`src/rtl/approx_mult_err_sweep_pkg.sv`:
```
// Shared types and width helpers for the approximate-multiplier error sweep.
package approx_mult_err_sweep_pkg;

  typedef enum logic [2:0] {
    ST_IDLE,
    ST_APPLY,
    ST_CHECK,
    ST_DIVIDE,
    ST_ACCUM,
    ST_DONE
  } state_e;

  localparam int unsigned SCALE_DEF = 10000;
  // Extra dividend bits needed to hold ed*SCALE for SCALE up to 2^14.
  localparam int unsigned DIV_EXTRA = 14;

  function automatic int unsigned prod_w(input int unsigned w);
    return 2 * w;
  endfunction

  function automatic int unsigned dvd_w(input int unsigned w);
    return 2 * w + DIV_EXTRA;
  endfunction

endpackage

```
`src/rtl/approx_mult_err_sweep_seq_div.sv`:
```
// Restoring serial divider; quotient and one-cycle done arrive NW cycles after start.
module seq_div #(
  parameter int unsigned NW = 22,
  parameter int unsigned DW = 8
) (
  input  logic          clk,
  input  logic          rst_n,
  input  logic          start,
  input  logic [NW-1:0] dividend,
  input  logic [DW-1:0] divisor,
  output logic [NW-1:0] quotient,
  output logic          done
);

  localparam int unsigned CW = $clog2(NW + 1);

  logic [DW-1:0] rem_q, rem_d, dvs_q, dvs_d, rem_in, dvs_in;
  logic [NW-1:0] quot_q, quot_d, q_in;
  logic [CW-1:0] cnt_q, cnt_d;
  logic          done_q, done_d;
  logic [DW:0]   trial_c;

  // The start cycle performs the first step itself so the latency is exactly NW.
  always_comb begin
    rem_in  = start ? '0 : rem_q;
    q_in    = start ? dividend : quot_q;
    dvs_in  = start ? divisor : dvs_q;
    trial_c = {rem_in, q_in[NW-1]};
    rem_d   = rem_q;
    quot_d  = quot_q;
    dvs_d   = dvs_q;
    cnt_d   = cnt_q;
    done_d  = 1'b0;
    if (start || (cnt_q != '0)) begin
      dvs_d = dvs_in;
      if (trial_c >= {1'b0, dvs_in}) begin
        rem_d  = DW'(trial_c - {1'b0, dvs_in});
        quot_d = {q_in[NW-2:0], 1'b1};
      end else begin
        rem_d  = trial_c[DW-1:0];
        quot_d = {q_in[NW-2:0], 1'b0};
      end
      if (start) begin
        cnt_d = CW'(NW - 1);
      end else begin
        cnt_d  = cnt_q - CW'(1);
        done_d = (cnt_q == CW'(1));
      end
    end
  end

  always_ff @(posedge clk) begin
    if (!rst_n) begin
      rem_q  <= '0;
      quot_q <= '0;
      dvs_q  <= '0;
      cnt_q  <= '0;
      done_q <= 1'b0;
    end else begin
      rem_q  <= rem_d;
      quot_q <= quot_d;
      dvs_q  <= dvs_d;
      cnt_q  <= cnt_d;
      done_q <= done_d;
    end
  end

  assign quotient = quot_q;
  assign done     = done_q;

endmodule

```
`src/rtl/approx_mult_err_sweep.sv`:
```
// Sweeps all nonzero operand pairs through an external multiplier and accumulates error metrics.
module approx_mult_err_sweep
  import approx_mult_err_sweep_pkg::*;
#(
  parameter int unsigned W     = 4,
  parameter int unsigned SCALE = SCALE_DEF
) (
  input  logic             clk,
  input  logic             rst_n,
  input  logic             start,
  output logic             busy,
  output logic             done,
  output logic [W-1:0]     mult_a,
  output logic [W-1:0]     mult_b,
  input  logic [2*W-1:0]   mult_r,
  output logic [15:0]      err_count,
  output logic [31:0]      err_dist_sum,
  output logic [2*W-1:0]   max_err,
  output logic [31:0]      red_sum
);

  localparam int unsigned PW = prod_w(W);
  localparam int unsigned NW = dvd_w(W);
  localparam logic [W-1:0] MAXV = '1;

  state_e        state_q, state_d;
  logic [W-1:0]  a_q, a_d, b_q, b_d;
  logic [PW-1:0] r_q, r_d, ed_q, ed_d, max_q, max_d;
  logic [15:0]   cnt_q, cnt_d;
  logic [31:0]   dsum_q, dsum_d, rsum_q, rsum_d;
  logic          busy_q, busy_d, done_q, done_d;

  logic [PW-1:0] exact_c, ed_c;
  logic [NW-1:0] div_q;
  logic          div_start_c, div_done, last_c;

  assign exact_c = PW'(a_q) * PW'(b_q);
  assign ed_c    = (r_q >= exact_c) ? (r_q - exact_c) : (exact_c - r_q);
  assign last_c  = (a_q == MAXV) && (b_q == MAXV);

  seq_div #(.NW(NW), .DW(PW)) u_div (
    .clk      (clk),
    .rst_n    (rst_n),
    .start    (div_start_c),
    .dividend (NW'(ed_c) * NW'(SCALE)),
    .divisor  (exact_c),
    .quotient (div_q),
    .done     (div_done)
  );

  always_comb begin
    state_d     = state_q;
    a_d         = a_q;
    b_d         = b_q;
    r_d         = r_q;
    ed_d        = ed_q;
    max_d       = max_q;
    cnt_d       = cnt_q;
    dsum_d      = dsum_q;
    rsum_d      = rsum_q;
    busy_d      = busy_q;
    done_d      = done_q;
    div_start_c = 1'b0;
    unique case (state_q)
      ST_IDLE, ST_DONE: begin
        if (start) begin
          a_d     = W'(1);
          b_d     = W'(1);
          max_d   = '0;
          cnt_d   = '0;
          dsum_d  = '0;
          rsum_d  = '0;
          busy_d  = 1'b1;
          done_d  = 1'b0;
          state_d = ST_APPLY;
        end
      end
      ST_APPLY: begin
        r_d     = mult_r;
        state_d = ST_CHECK;
      end
      ST_CHECK, ST_ACCUM: begin
        if (state_q == ST_CHECK && ed_c != '0) begin
          div_start_c = 1'b1;
          ed_d        = ed_c;
          state_d     = ST_DIVIDE;
        end else begin
          if (state_q == ST_ACCUM) begin
            cnt_d  = cnt_q + 16'd1;
            dsum_d = dsum_q + 32'(ed_q);
            rsum_d = rsum_q + 32'(div_q);
            if (ed_q > max_q) max_d = ed_q;
          end
          if (last_c) begin
            busy_d  = 1'b0;
            done_d  = 1'b1;
            state_d = ST_DONE;
          end else begin
            // b is the inner loop and wraps to 1, never to 0.
            b_d     = (b_q == MAXV) ? W'(1) : b_q + W'(1);
            a_d     = (b_q == MAXV) ? a_q + W'(1) : a_q;
            state_d = ST_APPLY;
          end
        end
      end
      ST_DIVIDE: begin
        if (div_done) state_d = ST_ACCUM;
      end
      default: state_d = ST_IDLE;
    endcase
  end

  always_ff @(posedge clk) begin
    if (!rst_n) begin
      state_q <= ST_IDLE;
      a_q     <= '0;
      b_q     <= '0;
      r_q     <= '0;
      ed_q    <= '0;
      max_q   <= '0;
      cnt_q   <= '0;
      dsum_q  <= '0;
      rsum_q  <= '0;
      busy_q  <= 1'b0;
      done_q  <= 1'b0;
    end else begin
      state_q <= state_d;
      a_q     <= a_d;
      b_q     <= b_d;
      r_q     <= r_d;
      ed_q    <= ed_d;
      max_q   <= max_d;
      cnt_q   <= cnt_d;
      dsum_q  <= dsum_d;
      rsum_q  <= rsum_d;
      busy_q  <= busy_d;
      done_q  <= done_d;
    end
  end

  assign busy         = busy_q;
  assign done         = done_q;
  assign mult_a       = a_q;
  assign mult_b       = b_q;
  assign err_count    = cnt_q;
  assign err_dist_sum = dsum_q;
  assign max_err      = max_q;
  assign red_sum      = rsum_q;

endmodule

```
`config.mk`:
```
export PLATFORM = sky130hd
export DESIGN_NAME = approx_mult_err_sweep
export DESIGN_NICKNAME = d
export VERILOG_FILES = /design/src/rtl/approx_mult_err_sweep_pkg.sv /design/src/rtl/approx_mult_err_sweep_seq_div.sv /design/src/rtl/approx_mult_err_sweep.sv
export SDC_FILE = /design/constraint.sdc
export NUM_CORES = 1
export LEC_CHECK = 0
export ABC_AREA = 1
export CORE_UTILIZATION = 30
export CTS_CLUSTER_DIAMETER = 60
export CTS_CLUSTER_SIZE = 12
export DETAILED_ROUTE_END_ITERATION = 10
export GPL_ROUTABILITY_DRIVEN = 0
export SLEW_MARGIN = 20
export SYNTH_ARGS = -nofsm -noshare
export SYNTH_HDL_FRONTEND = slang
export SYNTH_SLANG_ARGS = --single-unit
```
`constraint.sdc`:
```
create_clock -name clk -period 12.1 [get_ports clk]
set_input_delay 3.63 -clock clk [delete_from_list [all_inputs] [get_ports clk]]
set_output_delay 3.63 -clock clk [all_outputs]
set_load 0.03 [all_outputs]
```
==> results.cfg <==
[outcome]
status = finished, final reports clean

[synthesis]
synth_edf_count = 0
ys.warnings.count = 0
syn_nets = 2056
syn_area_sq_um = 12700
synth_top_area_share_pct = 25.38
synth-simple-area-share_pct = 30.17
yosysTopAreaCell = dfxtp_1
ys_ff_latch = 161
yosysSeqAreaShare_pct = 25.38
synth_compound_area_share_pct = 14.80
synth_cells = 1907
syn_area_per_cell_sq_um = 6.660
synthAdderAreaFrac_pct = 14.72
synth.area.mux_share_pct = 0
synth_xor_area_share_pct = 5.172
synth_top_family_by_area = simple AND/OR/NAND/NOR gates
synthFlopType = dfxtp_1
yosysUniqueCellTypes = 49
synth_area_leaders = dfxtp_1, nand2_1, ha_1, a21oi_1, inv_1
async_reset_ff_share_pct = 0

[die]
start_util_pct = 30.35
rows = 75
core_sq_um = 41850
die_area_sq_um = 43160
die_y_um = 207.8
pin_count = 109
die_w_um = 207.8

[cts]
clock-sinks = 161
ctsResizeCount = 0
clk_path_buf_depth = 2
cts_root_buffer = clkbuf_16
cts_buffers = 17
clk_pin_slew_worst_paths_ns = 0.07
h-tree-depth = 4
clk_latency_ns = 0.46
cts_tree = done
cts_hold_buf = 0
post_cts.repair.setup_buffers = 0

[detailed_routing]
route.detailed.drc = 0
dr_total_vias = 12590
first_pass_iters = 8
wirelength_mm = 37.75
drt_iter0_markers = 880
viasPerCell = 4.985
wl_per_cell_um = 14.95
ant_nets = 0

[setup_path]
crit_start = mult_a[0]
path_max_fanout = 9
slowest_stage = fa_1
crit_top_cell = inv_1
endpoint = u_div.rem_q[7]
start_kind = register
crit_required_ns = 12.46
rrSetupSlack_ns = 2.79
r2r_cells = 43
slowest_delay_ns = 0.60
arrival_ns = 9.67
endpoint_kind = register
r2r_end = u_div.rem_q[7]
crit_type = reg2reg
rr_startpoint = mult_a[0]

[finish]
fillCellCount = 4439
fin_nets = 2122
n_antenna_cell = 0
area_growth_pct = 16.84
final_layout_size_suffix_gt1_share_pct = 4.079

[timing]
maxSlewHeadroom_pct = 30.66
setup_ws_ns = 2.791
setup_viol = 0
tightest_slew_ns = 1.040
period_share_pct = 76.93
timing.fmax_mhz = 107.4
fin_setup_tns_ns = 0
fin_crit_ns = 9.309
drv_slew = 0
rsz0062_at_grt = false
hold_violations = 0
finClkSkew_ns = 0.01376

[global_route]
grt_pass1_vias = 12170
grt_antenna_before_repair = 0
grt_max_degree = 107
grtUsageTotal_pct = 17.67
grt_pass1_wl_mm = 62.51
overflow = 0

[placed_design]
io_buffers = 108
dp_hpwl_mm = 27.95
pre_cts_ws_ns = 2.820

[run]
max_cap_violations = 0

[hold_path]
timing.hold.worst.class = reg2reg
holdPathStages = 2
==> layout make-up <==
class                      instances  area, sq um  share of cell area (%)
tap                              539        674.4                   4.545
multi-input combinational       1433         8257                   55.64
clock inverter                    14        198.9                   1.341
sequential                       161         3223                   21.72
inverter                         244        917.1                   6.180
clock buffer                      18        429.2                   2.892
timing repair buffer             116         1140                   7.681
==> sequential cells by signal, indices dropped and copies added, names as in the netlist <==
signal / flops
busy: 1
done: 1
ed_q: 8
err_count: 16
err_dist_sum: 32
max_err: 8
mult_a: 4
mult_b: 4
r_q: 8
red_sum: 32
state_q: 3
u_div.cnt_q: 5
u_div.done: 1
u_div.dvs_q: 8
u_div.quotient: 22
u_div.rem_q: 8
==> worst min-delay path by stage <==
| stage | startpoint | endpoint |
|---|---|---|
| 6_report | busy | busy |
| 5_1_grt | busy | busy |
| 4_1_cts | busy | busy |
| 3_5_place_dp | busy | busy |
| 3_3_place_gp | busy | busy |
| 2_1_floorplan | u_div.dvs_q[0] | u_div.dvs_q[0] |
==> synthesized netlist by cell type (10+ instances only) <==
library cell / instances
a21oi_1: 185
nor2_1: 194
xor2_1: 45
nand2_1: 418
xnor2_1: 30
nor4_1: 10
nand2_2: 10
fa_1: 19
nand3_1: 84
nor3_1: 24
inv_1: 238
dfxtp_1: 161
or2_2: 13
nand4_1: 83
or2_0: 12
buf_2: 22
clkbuf_1: 37
ha_1: 119
o21ai_0: 105
nand3b_1: 11
==> critical path, delay by kind of cell (launching register included) <==
kind	cells	cell delay, ns
compound gates	6	1.57
xor+xnor	2	0.68
fa+ha+maj	10	4.07
buf+inv	8	0.49
flops	1	0.48
simple gates	17	1.91
==> cells in the final DEF (no fill, tap or decap), types with 7 or more instances in the layout <==
| cell type | instances |
|---|---|
| clkbuf_16 | 17 |
| xnor2_1 | 30 |
| inv_1 | 237 |
| xor2_1 | 45 |
| a31oi_1 | 7 |
| nand2_2 | 10 |
| nand2_1 | 418 |
| dfxtp_1 | 161 |
| o21a_1 | 9 |
| nand3b_1 | 11 |
| nand3_1 | 84 |
| ha_1 | 119 |
| o21ai_0 | 105 |
| nor3_1 | 24 |
| a21o_1 | 9 |
| or2_2 | 13 |
| nor2_1 | 193 |
| clkdlybuf4s50_1 | 107 |
| buf_4 | 7 |
| nor4_1 | 10 |
| a21oi_1 | 185 |
| nand4_1 | 83 |
| a211oi_1 | 7 |
| fa_1 | 19 |
| or2_0 | 12 |
==> cells by family after synthesis <==
group,after synthesis
simple gates,871
compound gates,349
buf+inv,313
flops,161
fa+ha+maj,138
xor+xnor,75
==> routing by layer <==
metal  vias to the layer above  GRT usage [%]  routed length (um)
met5                         -              0                   0
met2                       308          29.16               17140
li1                       6431              -                   -
met4                         0          6.335                 918
met3                        48          2.753                1689
met1                      5799          23.23               18000
==> through the flow <==
stage | cell area (sq um) | utilization, % | hold slack, ns | cells
after floorplan | 12700 | - | 0.4514 | 1907
after global placement | 14210 | 33.95 | 0.4398 | 2493
after detailed placement | 14210 | 33.95 | 0.4400 | 2493
after CTS | 14840 | 35.45 | 0.4551 | 2525
after global routing | 14840 | 35.46 | 0.4781 | 2525
final | 14840 | 35.46 | 0.4520 | 2525
Power is left out: the tool's default activity adds up to more than one toggle a clock period on the data nets, which glitch-free logic cannot reach.
